[src/rtl/mem_pkg.sv]
// Shared definitions for the burst master and its memory responder.
// Provides default geometry (word width, depth, address width), the
// burst-master state encoding and the command direction constants.
package mem_pkg;

  localparam int DEF_WIDTH = 16;
  localparam int DEF_DEPTH = 64;
  localparam int DEF_ADDR  = $clog2(DEF_DEPTH);

  localparam logic CMD_RD = 1'b0;
  localparam logic CMD_WR = 1'b1;

  typedef enum logic [2:0] {
    ST_IDLE,
    ST_FETCH,
    ST_REQ,
    ST_PUSH,
    ST_DONE
  } state_t;

endpackage

[src/rtl/mem_burst_master.sv]
// Burst initiator for a single-port valid/ready memory.
// Accepts one command (start address, length, direction) and moves that many
// words between the memory and a stream, one outstanding request at a time.
//
// Ports:
//   clk_i, rst_i                    clock, async active-high reset
//   cmd_valid_i/cmd_ready_o         command handshake (ready only when idle)
//   cmd_wr_i, cmd_addr_i, cmd_len_i direction, start address, word count
//   s_data_i/s_valid_i/s_ready_o    write-data input stream
//   m_data_o/m_valid_o/m_ready_i    read-data output stream
//   mem_valid_o, mem_wr_rd_o, mem_addr_o, mem_wdata_o  memory request
//   mem_rdata_i, mem_ready_i        memory response
//   busy_o, done_o                  burst active, one-cycle completion pulse
module mem_burst_master
  import mem_pkg::*;
#(
  parameter int WIDTH = DEF_WIDTH,
  parameter int DEPTH = DEF_DEPTH,
  parameter int ADDR  = $clog2(DEPTH)
) (
  input  logic             clk_i,
  input  logic             rst_i,
  input  logic             cmd_valid_i,
  output logic             cmd_ready_o,
  input  logic             cmd_wr_i,
  input  logic [ADDR-1:0]  cmd_addr_i,
  input  logic [ADDR:0]    cmd_len_i,
  input  logic [WIDTH-1:0] s_data_i,
  input  logic             s_valid_i,
  output logic             s_ready_o,
  output logic [WIDTH-1:0] m_data_o,
  output logic             m_valid_o,
  input  logic             m_ready_i,
  output logic             mem_valid_o,
  output logic             mem_wr_rd_o,
  output logic [ADDR-1:0]  mem_addr_o,
  output logic [WIDTH-1:0] mem_wdata_o,
  input  logic [WIDTH-1:0] mem_rdata_i,
  input  logic             mem_ready_i,
  output logic             busy_o,
  output logic             done_o
);

  state_t           state_q, state_d;
  logic [ADDR-1:0]  addr_q;
  logic [ADDR:0]    cnt_q;
  logic             wr_q;
  logic [WIDTH-1:0] wdata_q;
  logic [WIDTH-1:0] rdata_q;

  // Requests longer than the memory are limited to one full pass.
  function automatic logic [ADDR:0] clamp_len(input logic [ADDR:0] len);
    if (len > (ADDR+1)'(DEPTH)) return (ADDR+1)'(DEPTH);
    return len;
  endfunction

  // Address increment that wraps at DEPTH-1 even for non power-of-two depths.
  function automatic logic [ADDR-1:0] next_addr(input logic [ADDR-1:0] a);
    if (a == ADDR'(DEPTH - 1)) return '0;
    return a + 1'b1;
  endfunction

  always_ff @(posedge clk_i or posedge rst_i) begin
    if (rst_i) state_q <= ST_IDLE;
    else       state_q <= state_d;
  end

  always_comb begin
    state_d = state_q;
    case (state_q)
      ST_IDLE: begin
        if (cmd_valid_i) begin
          if (clamp_len(cmd_len_i) == '0) state_d = ST_DONE;
          else if (cmd_wr_i == CMD_WR)    state_d = ST_FETCH;
          else                            state_d = ST_REQ;
        end
      end
      ST_FETCH: if (s_valid_i) state_d = ST_REQ;
      ST_REQ: begin
        if (mem_ready_i) begin
          if (wr_q == CMD_WR)
            state_d = (cnt_q == (ADDR+1)'(1)) ? ST_DONE : ST_FETCH;
          else
            state_d = ST_PUSH;
        end
      end
      // cnt_q was already decremented when the word was read.
      ST_PUSH: if (m_ready_i) state_d = (cnt_q == '0) ? ST_DONE : ST_REQ;
      ST_DONE: state_d = ST_IDLE;
      default: state_d = ST_IDLE;
    endcase
  end

  always_ff @(posedge clk_i or posedge rst_i) begin
    if (rst_i) begin
      addr_q  <= '0;
      cnt_q   <= '0;
      wr_q    <= CMD_RD;
      wdata_q <= '0;
      rdata_q <= '0;
    end else begin
      case (state_q)
        ST_IDLE: begin
          if (cmd_valid_i) begin
            addr_q <= cmd_addr_i;
            cnt_q  <= clamp_len(cmd_len_i);
            wr_q   <= cmd_wr_i;
          end
        end
        ST_FETCH: if (s_valid_i) wdata_q <= s_data_i;
        ST_REQ: begin
          if (mem_ready_i) begin
            addr_q <= next_addr(addr_q);
            cnt_q  <= cnt_q - 1'b1;
            if (wr_q == CMD_RD) rdata_q <= mem_rdata_i;
          end
        end
        default: ;
      endcase
    end
  end

  // Every output is either a register or a decode of state_q, so nothing
  // here is combinationally dependent on an input.
  assign cmd_ready_o = (state_q == ST_IDLE);
  assign s_ready_o   = (state_q == ST_FETCH);
  assign mem_valid_o = (state_q == ST_REQ);
  assign mem_wr_rd_o = (state_q == ST_REQ) && wr_q;
  assign mem_addr_o  = addr_q;
  assign mem_wdata_o = wdata_q;
  assign m_valid_o   = (state_q == ST_PUSH);
  assign m_data_o    = rdata_q;
  assign busy_o      = (state_q != ST_IDLE);
  assign done_o      = (state_q == ST_DONE);

endmodule

[config.mk]
export PLATFORM = sky130hd
export DESIGN_NAME = mem_burst_master
export DESIGN_NICKNAME = d
export VERILOG_FILES = /design/src/rtl/mem_pkg.sv /design/src/rtl/mem_burst_master.sv
export SDC_FILE = /design/constraint.sdc
export NUM_CORES = 1
export LEC_CHECK = 0
export CORE_AREA = 2 2 78 80
export CTS_CLUSTER_SIZE = 16
export DETAILED_ROUTE_END_ITERATION = 10
export DIE_AREA = 0 0 80 82
export HOLD_SLACK_MARGIN = 0.05
export PLACE_DENSITY = 0.8
export SLEW_MARGIN = 0
export SYNTH_ARGS = -nofsm -noshare
export SYNTH_HDL_FRONTEND = slang
export SYNTH_SLANG_ARGS = --single-unit
[constraint.sdc]
create_clock -name clk_i -period 1.94 [get_ports clk_i]
set_input_delay 0.388 -clock clk_i [delete_from_list [all_inputs] [get_ports clk_i]]
set_output_delay 0.388 -clock clk_i [all_outputs]
set_load 0.005 [all_outputs]
======== Word level (Yosys, flattened, before mapping) ========
Index checks and enable logic that the tools add are counted.
cells by class
  $add $sub $neg .......................... 2
  $lt $le $gt $ge ......................... 1
  equal/unequal tests ..................... 10
  multiplexer cells ....................... 27
  bitwise gates (word level) .............. 1
  reduce and logical (&&, ||, !) cells .... 11
operators by type and width
  operator             number
  $mux 7               5
  $mux 3               8
  $mux 6               4
  $logic_not 7->1      2
  $pmux 7 s2           1
  $pmux 3 s4           1
  $pmux 6 s2           1
  $eq 7x1->1 const B   1
  $gt 7x7->1 const B   1
  $sub 7x1->7 const B  1
  $add 6x1->6 const B  1
  $eq 3x2->1 const B   2
  $eq 6x6->1 const B   1
  $mux 1               6
  $reduce_and 3->1     2
  $ne 2x1->1 const B   2
  $ne 2x2->1 const B   2
  $reduce_and 2->1     2
  $reduce_and 4->1     1
  $eq 3x1->1 const B   1
  $eq 3x3->1 const B   1
  $logic_not 3->1      1
  $reduce_bool 3->1    1
  $mux 2               1
  other kinds (3)      3
word-level totals
  register bits ........................... 49
  logic and storage cells ................. 58

======== Logic depth before layout (Yosys ltp) ========
Gate-level depths: netlist of the first run.
  depth after elaboration ................. 11
  mapped depth ............................ 8

======== Worst setup path after synthesis of the first run ========
No wires, ideal clock.
  path kind ............................... register -> output
  start point ............................. reg state_q[0]
  end point ............................... out mem_wr_rd_o
  arrival ................................. 1.380 ns
  required time ........................... 1.552 ns
  setup slack ............................. 0.172 ns
  cell stages (with the launch flop) ...... 7
  path buffers ............................ 3
  path through ............................ dfrtp_1 -> buf_6 -> or3b_1 -> buf_2 -> clkinv_4 -> buf_2 -> and2_1
on the way
  longest elaborated chain between the ends .. 2
ends and longest elaborated chain
  what                    RTL line                 source
  start, declared         mem_burst_master.sv:44   state_t state_q, state_d;
  start signal, assigned  mem_burst_master.sv:65   else state_q <= state_d;
  $eq 3x2->1              --
  named net mem_valid_o   mem_burst_master.sv:34   output logic mem_valid_o,
  $logic_and 1x1->1       mem_burst_master.sv:128  assign mem_wr_rd_o = (state_q == ST_REQ) && wr_q;
  end, declared           mem_burst_master.sv:35   output logic mem_wr_rd_o,
The timed path passes the listed nets, and every way through them passes these cells.

======== Final worst setup path of the first run ========
  start point ............................. reg state_q[0]
  end point ............................... out cmd_ready_o
on the way
  longest elaborated chain between the ends .. 1
ends and longest elaborated chain
  what             RTL line                 source
  $logic_not 3->1  mem_burst_master.sv:125  assign cmd_ready_o = (state_q == ST_IDLE);
  end, declared    mem_burst_master.sv:24   output logic cmd_ready_o,
No other way between the ends.

==> results of run 1 <==
[cell usage in the layout, fill, tap and decap left out, drive strengths merged, types with 2 or more instances in the layout]
| cell | count |
|---|---|
| mux2 | 35 |
| nand3 | 7 |
| clkbuf | 6 |
| or3 | 3 |
| dlygate4sd2 | 6 |
| and2 | 3 |
| clkdlybuf4s50 | 89 |
| nor3 | 6 |
| nand2b | 3 |
| mux2i | 2 |
| buf | 18 |
| a22oi | 3 |
| ha | 3 |
| inv | 9 |
| nand2 | 7 |
| clkinv | 2 |
| o21ai | 15 |
| nor2 | 11 |
| nand3b | 2 |
| nor3b | 2 |
| a21oi | 11 |
| a31oi | 2 |
| dfrtp | 49 |
| and3 | 2 |
| o21a | 2 |
| nor4 | 4 |
[synthesized netlist by cell type, types with 3 or more instances]
| cell | instances | share of area (%) |
|---|---|---|
| a21oi_1 | 11 | 2.3 |
| a22oi_1 | 3 | 0.95 |
| and2_1 | 3 | 0.79 |
| buf_2 | 5 | 1.1 |
| clkbuf_1 | 4 | 0.63 |
| dfrtp_1 | 49 | 51 |
| ha_1 | 3 | 1.6 |
| inv_1 | 8 | 1.3 |
| mux2_2 | 25 | 12 |
| mux2_4 | 10 | 6.3 |
| nand2_1 | 7 | 1.1 |
| nand2b_1 | 3 | 0.79 |
| nand3_1 | 7 | 1.5 |
| nor2_1 | 11 | 1.7 |
| nor3_1 | 6 | 1.3 |
| nor4_1 | 4 | 1.1 |
| o21ai_0 | 13 | 2.7 |
[registers in the layout, indices dropped and copies added (netlist names)]
register	cells
cnt_q	7
m_data_o	16
mem_addr_o	6
mem_wdata_o	16
state_q	3
wr_q	1
[metrics by stage]
step | cells | worst slack, ps | util [%]
after global routing | 391 | -57.6 | 63.4
after detailed placement | 381 | 9.83 | 61.5
after CTS | 390 | 14.8 | 63.2
final | 391 | -13.5 | 63.4
after floorplan | 205 | 172 | -
after global placement | 381 | 51.6 | 61.5
[where the power goes]
part | switching [uW] | leakage, uW | internal (uW) | total [uW]
Sequential | 359 | 0.000592 | 1530 | 1890
Clock | 358 | 0.0000447 | 261 | 618
Combinational | 1110 | 0.000951 | 1790 | 2900
Total | 1830 | 0.00159 | 3580 | 5410
[worst paths after layout]
path	start	endpoint	slack, ps	cells after the start
worst min register to register	m_data_o[12]	m_data_o[12]	510	1
min in group clk_i	m_data_o[12]	m_data_o[12]	510	1
worst max register to register	cnt_q[3]	state_q[1]	70	4
worst min-delay path	rst_i	mem_wdata_o[8]	420	2
worst max-delay path	state_q[0]	cmd_ready_o	-10	4
max in group asynchronous	rst_i	state_q[2]	1070	3
[metal layers]
layer	track usage, %	wire [um]
met5	0	0
met4	6.10	119
met3	4.73	469
met2	30.8	2810
met1	22.5	2450
[what timing repair did]
action                                  4_1_cts  5_1_grt
setup buffers                                 1        1
endpoints found under the setup margin        7        2
resized for setup                            11        3
pin swaps                                     3        1
[cell type report]
cell class	instances	share of cell area (%)
flip-flops and latches	49	33.7
multi-input cells	136	29.4
inverters	9	1.06
well taps	75	2.58
repair buffers	114	30.8
clock buffers	5	1.89
clock inverters	3	0.687
[logic make-up (layout without fill, tap and decap cells)]
family / Yosys count / in the layout / synth area share [%]
adder cells (fa/ha/maj): 3 / 3 / 1.58
multiplexers: 37 / 37 / 19.0
flip-flops: 49 / 49 / 51.5
buffers and inverters: 20 / 131 / 4.26
AND/OR/NAND/NOR: 53 / 53 / 12.6
AO/OA/AOI/OAI: 43 / 43 / 11.1
==> impl_metrics.json, run 1 <==
{
  "grtUsageTotal_pct": 18.1,
  "cap_violations": 0,
  "initial_core_util_pct": 41.4,
  "cts_sinks": 49,
  "cpPeakStageDelay_ps": 410,
  "die_x_um": 80,
  "cts_tree": "done",
  "dr.pass1.iters": 4,
  "fp.dieH_um": 82,
  "ant_nets": 0,
  "fmax_mhz": 512,
  "clockBufferDepth": 2,
  "slowest_stage": "or3_4",
  "n_antenna_cell": 0,
  "finalCriticalPeriod_ps": 1950,
  "wl_mm": 5.85,
  "criticalPathCategory": "flip-flop to output port",
  "synth_ff_type": "dfrtp_1",
  "grt_overflow": 0,
  "antenna_found_initial": 0,
  "synth_edf_count": 0,
  "drive_above_1_share_pct": 22.5,
  "fillCellCount": 460,
  "critPathTopFamily": "buffers and inverters",
  "grt_pass1_vias": 1917,
  "setup_viol": 1,
  "status": "complete, but fails checks",
  "p_total_uw": 5410,
  "p_per_area_mw_per_mm2": 1480,
  "avgSynthCellArea_um2": 11.6,
  "timing.critical_path.buf_inv": 3,
  "vias": 2005,
  "wl_per_cell_um": 15.0,
  "hold_ws_ps": 421,
  "cp-end-kind": "output port",
  "final_area_mm2": 0.00364,
  "drtIter0Drc": 78,
  "grt_max_degree": 25,
  "die-area_mm2": 0.00656,
  "portBuffers": 96,
  "critical_path.max_fanout": 3,
  "row_count": 28,
  "synth_cell_types": 42,
  "seqCellArea_mm2": 0.00123,
  "cts_buffers": 5,
  "drcViolationCount": 0,
  "critPathLaunchType": "flip-flop",
  "critical_path_arrival_ps": 1570,
  "crit_chain": "buf_4 -> or3_4 -> inv_2 -> dlygate4sd2_1",
  "fin_tns_setup_ps": -13.5,
  "p_leak_uw": 0.00159,
  "relSlewSlack_pct": 68.0,
  "syn_to_final_growth_pct": 53.0,
  "fp.coreArea_mm2": 0.00575,
  "synth-warning-count": 0,
  "placed_area_mm2": 0.00353,
  "synth_nets": 260,
  "violations": "negative setup slack",
  "syn_area_mm2": 0.00238,
  "finalHoldViolations": 0,
  "tightest_slew_ps": 479,
  "vdd_drop_max_mv": 0.660,
  "worstSkewPairLatency_ps": 300,
  "synth_seq_area_share_pct": 51.5,
  "syn_inst": 205,
  "rsz0062_at_grt": "yes",
  "grt_pass1_wl_mm": 9.15,
  "finalCritPeriodShare_pct": 101,
  "clkTransAtPathRegs_ps": 100,
  "skew_ps": 12.0,
  "ios": 97,
  "multi_input_area_mm2": 0.00107,
  "ys_ff_latch": 49,
  "final_nets": 370,
  "vias_per_cell": 5.13,
  "ys_async_sr_fraction_pct": 100,
  "dp_hpwl_mm": 4.45,
  "worstPathRequired_ps": 1550,
  "hold_class": "primary input to asynchronous set/reset pin",
  "routabilityCongestion": 0.860,
  "setup_ws_ps": -13.5,
  "final_max_slew_viol_count": 0,
  "ctsRootBufferMaster": "clkbuf_8",
  "cts_hold_buf": 0,
  "cts-htree-levels": 2
}
(Power assumes the default switching activity.)
==> run 2, diff against run 1 <==
--- a/config.mk
+++ b/config.mk
@@ -5,12 +5,13 @@
 export SDC_FILE = /design/constraint.sdc
 export NUM_CORES = 1
 export LEC_CHECK = 0
-export CORE_AREA = 2 2 78 80
+export ABC_AREA = 1
+export CORE_AREA = 2 2 79 81
 export CTS_CLUSTER_SIZE = 16
 export DETAILED_ROUTE_END_ITERATION = 10
-export DIE_AREA = 0 0 80 82
+export DIE_AREA = 0 0 81 83
 export HOLD_SLACK_MARGIN = 0.05
-export PLACE_DENSITY = 0.8
+export PLACE_DENSITY = 0.81
 export SLEW_MARGIN = 0
 export SYNTH_ARGS = -nofsm -noshare
 export SYNTH_HDL_FRONTEND = slang
==> impl_metrics.json, run 2 <==
{
  "ctsRootBufferMaster": "clkbuf_8",
  "ios": 97,
  "dp_hpwl_mm": 4.67,
  "hold_class": "primary input to asynchronous set/reset pin",
  "ant_nets": 0,
  "antenna_found_initial": 0,
  "multi_input_area_mm2": 0.00112,
  "slowest_stage": "dfrtp_2",
  "vias_per_cell": 4.86,
  "finalCriticalPeriod_ps": 1790,
  "fp.coreArea_mm2": 0.00582,
  "cts_hold_buf": 0,
  "final_cell_mix": "nand2_1, clkdlybuf4s50_1, dfrtp_1",
  "clkTransAtPathRegs_ps": 100,
  "fin_tns_setup_ps": 0,
  "cts_tree": "done",
  "initial_core_util_pct": 43.1,
  "syn_inst": 332,
  "final_nets": 492,
  "relSlewSlack_pct": 67.1,
  "skew_ps": 7.02,
  "drtIter0Drc": 78,
  "setup_viol": 0,
  "syn_area_mm2": 0.00251,
  "synth_top_cell_area_share_pct": 48.9,
  "synth_cell_types": 29,
  "synth_nets": 387,
  "critical_path_arrival_ps": 1400,
  "dr.pass1.iters": 4,
  "portBuffers": 96,
  "cts_buffers": 5,
  "cts-htree-levels": 2,
  "ys_ff_latch": 49,
  "drive_above_1_share_pct": 8.90,
  "wl_per_cell_um": 12.6,
  "wl_mm": 6.44,
  "vdd_drop_max_mv": 0.715,
  "finalHoldViolations": 0,
  "synth_ff_type": "dfrtp_1",
  "worstPathRequired_ps": 1550,
  "synth_edf_count": 0,
  "cap_violations": 0,
  "syn_to_final_growth_pct": 47.9,
  "timing.critical_path.buf_inv": 2,
  "status": "finished, final reports clean",
  "grtUsageTotal_pct": 20.1,
  "fp.dieH_um": 83,
  "utilization_pct": 63.8,
  "worstSkewPairLatency_ps": 300,
  "gr-usage-met3_pct": 5.54,
  "crit_chain": "buf_4 -> nor3_2 -> dlygate4sd2_1",
  "fillCellCount": 535,
  "grt_overflow": 0,
  "fmax_mhz": 559,
  "routabilityCongestion": 0.848,
  "n_antenna_cell": 0,
  "gr-usage-met2_pct": 34.3,
  "p_per_area_mw_per_mm2": 1410,
  "grt_pass1_vias": 2459,
  "hold_ws_ps": 433,
  "row_count": 28,
  "criticalPathCategory": "flip-flop to output port",
  "post-synth-top-count-cell": "nand2_1",
  "synth-warning-count": 0,
  "yosys.area.top_type": "dfrtp_1",
  "met1_usage_pct": 25.6,
  "cpPeakStageDelay_ps": 470,
  "tightest_slew_ps": 493,
  "rsz0062_at_grt": "no",
  "avgSynthCellArea_um2": 7.55,
  "ys_top_cells_by_count": "nand2_1, dfrtp_1, o21ai_0",
  "critPathTopFamily": "flip-flops",
  "cts_sinks": 49,
  "die_x_um": 81,
  "final_max_slew_viol_count": 0,
  "vias": 2495,
  "die-area_mm2": 0.00672,
  "drcViolationCount": 0,
  "synth.area.top_cells": "dfrtp_1, nand2_1, o21ai_0",
  "critPathLaunchType": "flip-flop",
  "p_leak_uw": 0.00182,
  "clockBufferDepth": 2,
  "grt_pass1_wl_mm": 10.9,
  "cp-end-kind": "output port",
  "top_usage_layer": "met2",
  "critical_path.max_fanout": 5,
  "synth_seq_area_share_pct": 48.9,
  "final_common_cell": "nand2_1",
  "ys_async_sr_fraction_pct": 100,
  "seqCellArea_mm2": 0.00123,
  "finalCritPeriodShare_pct": 92.1,
  "grt_max_degree": 50
}
[run 2: cell count changes after synthesis, moves of 17 or more]
cell / change
nand2_1: +132
mux2_2: -25
nand3_1: +21
o21ai_0: +19
inv_1: +17
[run 2: tightest hold or removal path, delay by kind of cell]
family,cells,cell delay (ps)
buf+inv,3,730
[run 2: worst paths after layout]
kind                            cells after the start      startpoint             end  slack (ps)
worst max-delay path                                3      state_q[2]       s_ready_o         150
worst min-delay path                                3           rst_i  mem_wdata_o[4]         430
worst max register to register                      8      state_q[2]   mem_addr_o[1]         190
worst min register to register                      2  mem_wdata_o[8]  mem_wdata_o[8]         480
max in group asynchronous                           3           rst_i      state_q[0]        1270
min in group clk_i                                  2  mem_wdata_o[8]  mem_wdata_o[8]         480
[run 2: area by class of cell]
class	count	area share (%)
clock inverter	3	0.574
tap	75	2.53
clock buffer	5	1.86
timing repair buffer	110	28.9
sequential	49	33.2
multi-input combinational	244	30.2
inverter	27	2.73
[run 2: logic make-up after synthesis]
group | count (synthesis) | synth area share [%]
xor gates and xnor gates | 2 | 0.699
DFF | 49 | 48.9
buffers and inverters | 39 | 6.94
and+or+nand+nor | 198 | 33.3
adders and majority gates | 3 | 1.50
AOI/OAI and AO/OA | 41 | 8.68
[run 2: metal layers]
| metal | share of wire (%) | routed length (um) |
|---|---|---|
| met3 | 6.7 | 434 |
| met4 | 0.33 | 21 |
| met2 | 50 | 3200 |
| met1 | 43 | 2790 |
| met5 | 0 | 0 |
[run 2: what timing repair did]
| action | in CTS | in global routing |
|---|---|---|
| buffers inserted | 6 | 0 |
| setup endpoints to repair | 7 | 4 |
| hold endpoints to repair | 0 | 0 |
| pin swaps | 2 | 1 |
| gates resized for setup | 12 | 2 |
[run 2: report_power, final]
| group | switching [uW] | internal [uW] |
|---|---|---|
| Clock | 359 | 257 |
| Sequential | 342 | 1490 |
| Combinational | 1390 | 1410 |
[run 2: through the flow]
| step | instance area [um2] | setup WS (ps) | instances | total power, uW |
|---|---|---|---|---|
| after CTS | 3700 | 11.3 | 513 | 5280 |
| after global routing | 3710 | 23.7 | 513 | 5720 |
| final | 3710 | 152 | 513 | 5240 |
| after global placement | 3560 | 124 | 499 | 4500 |
| after detailed placement | 3560 | 104 | 499 | 4580 |
| after floorplan | 2510 | 379 | 332 | 3250 |
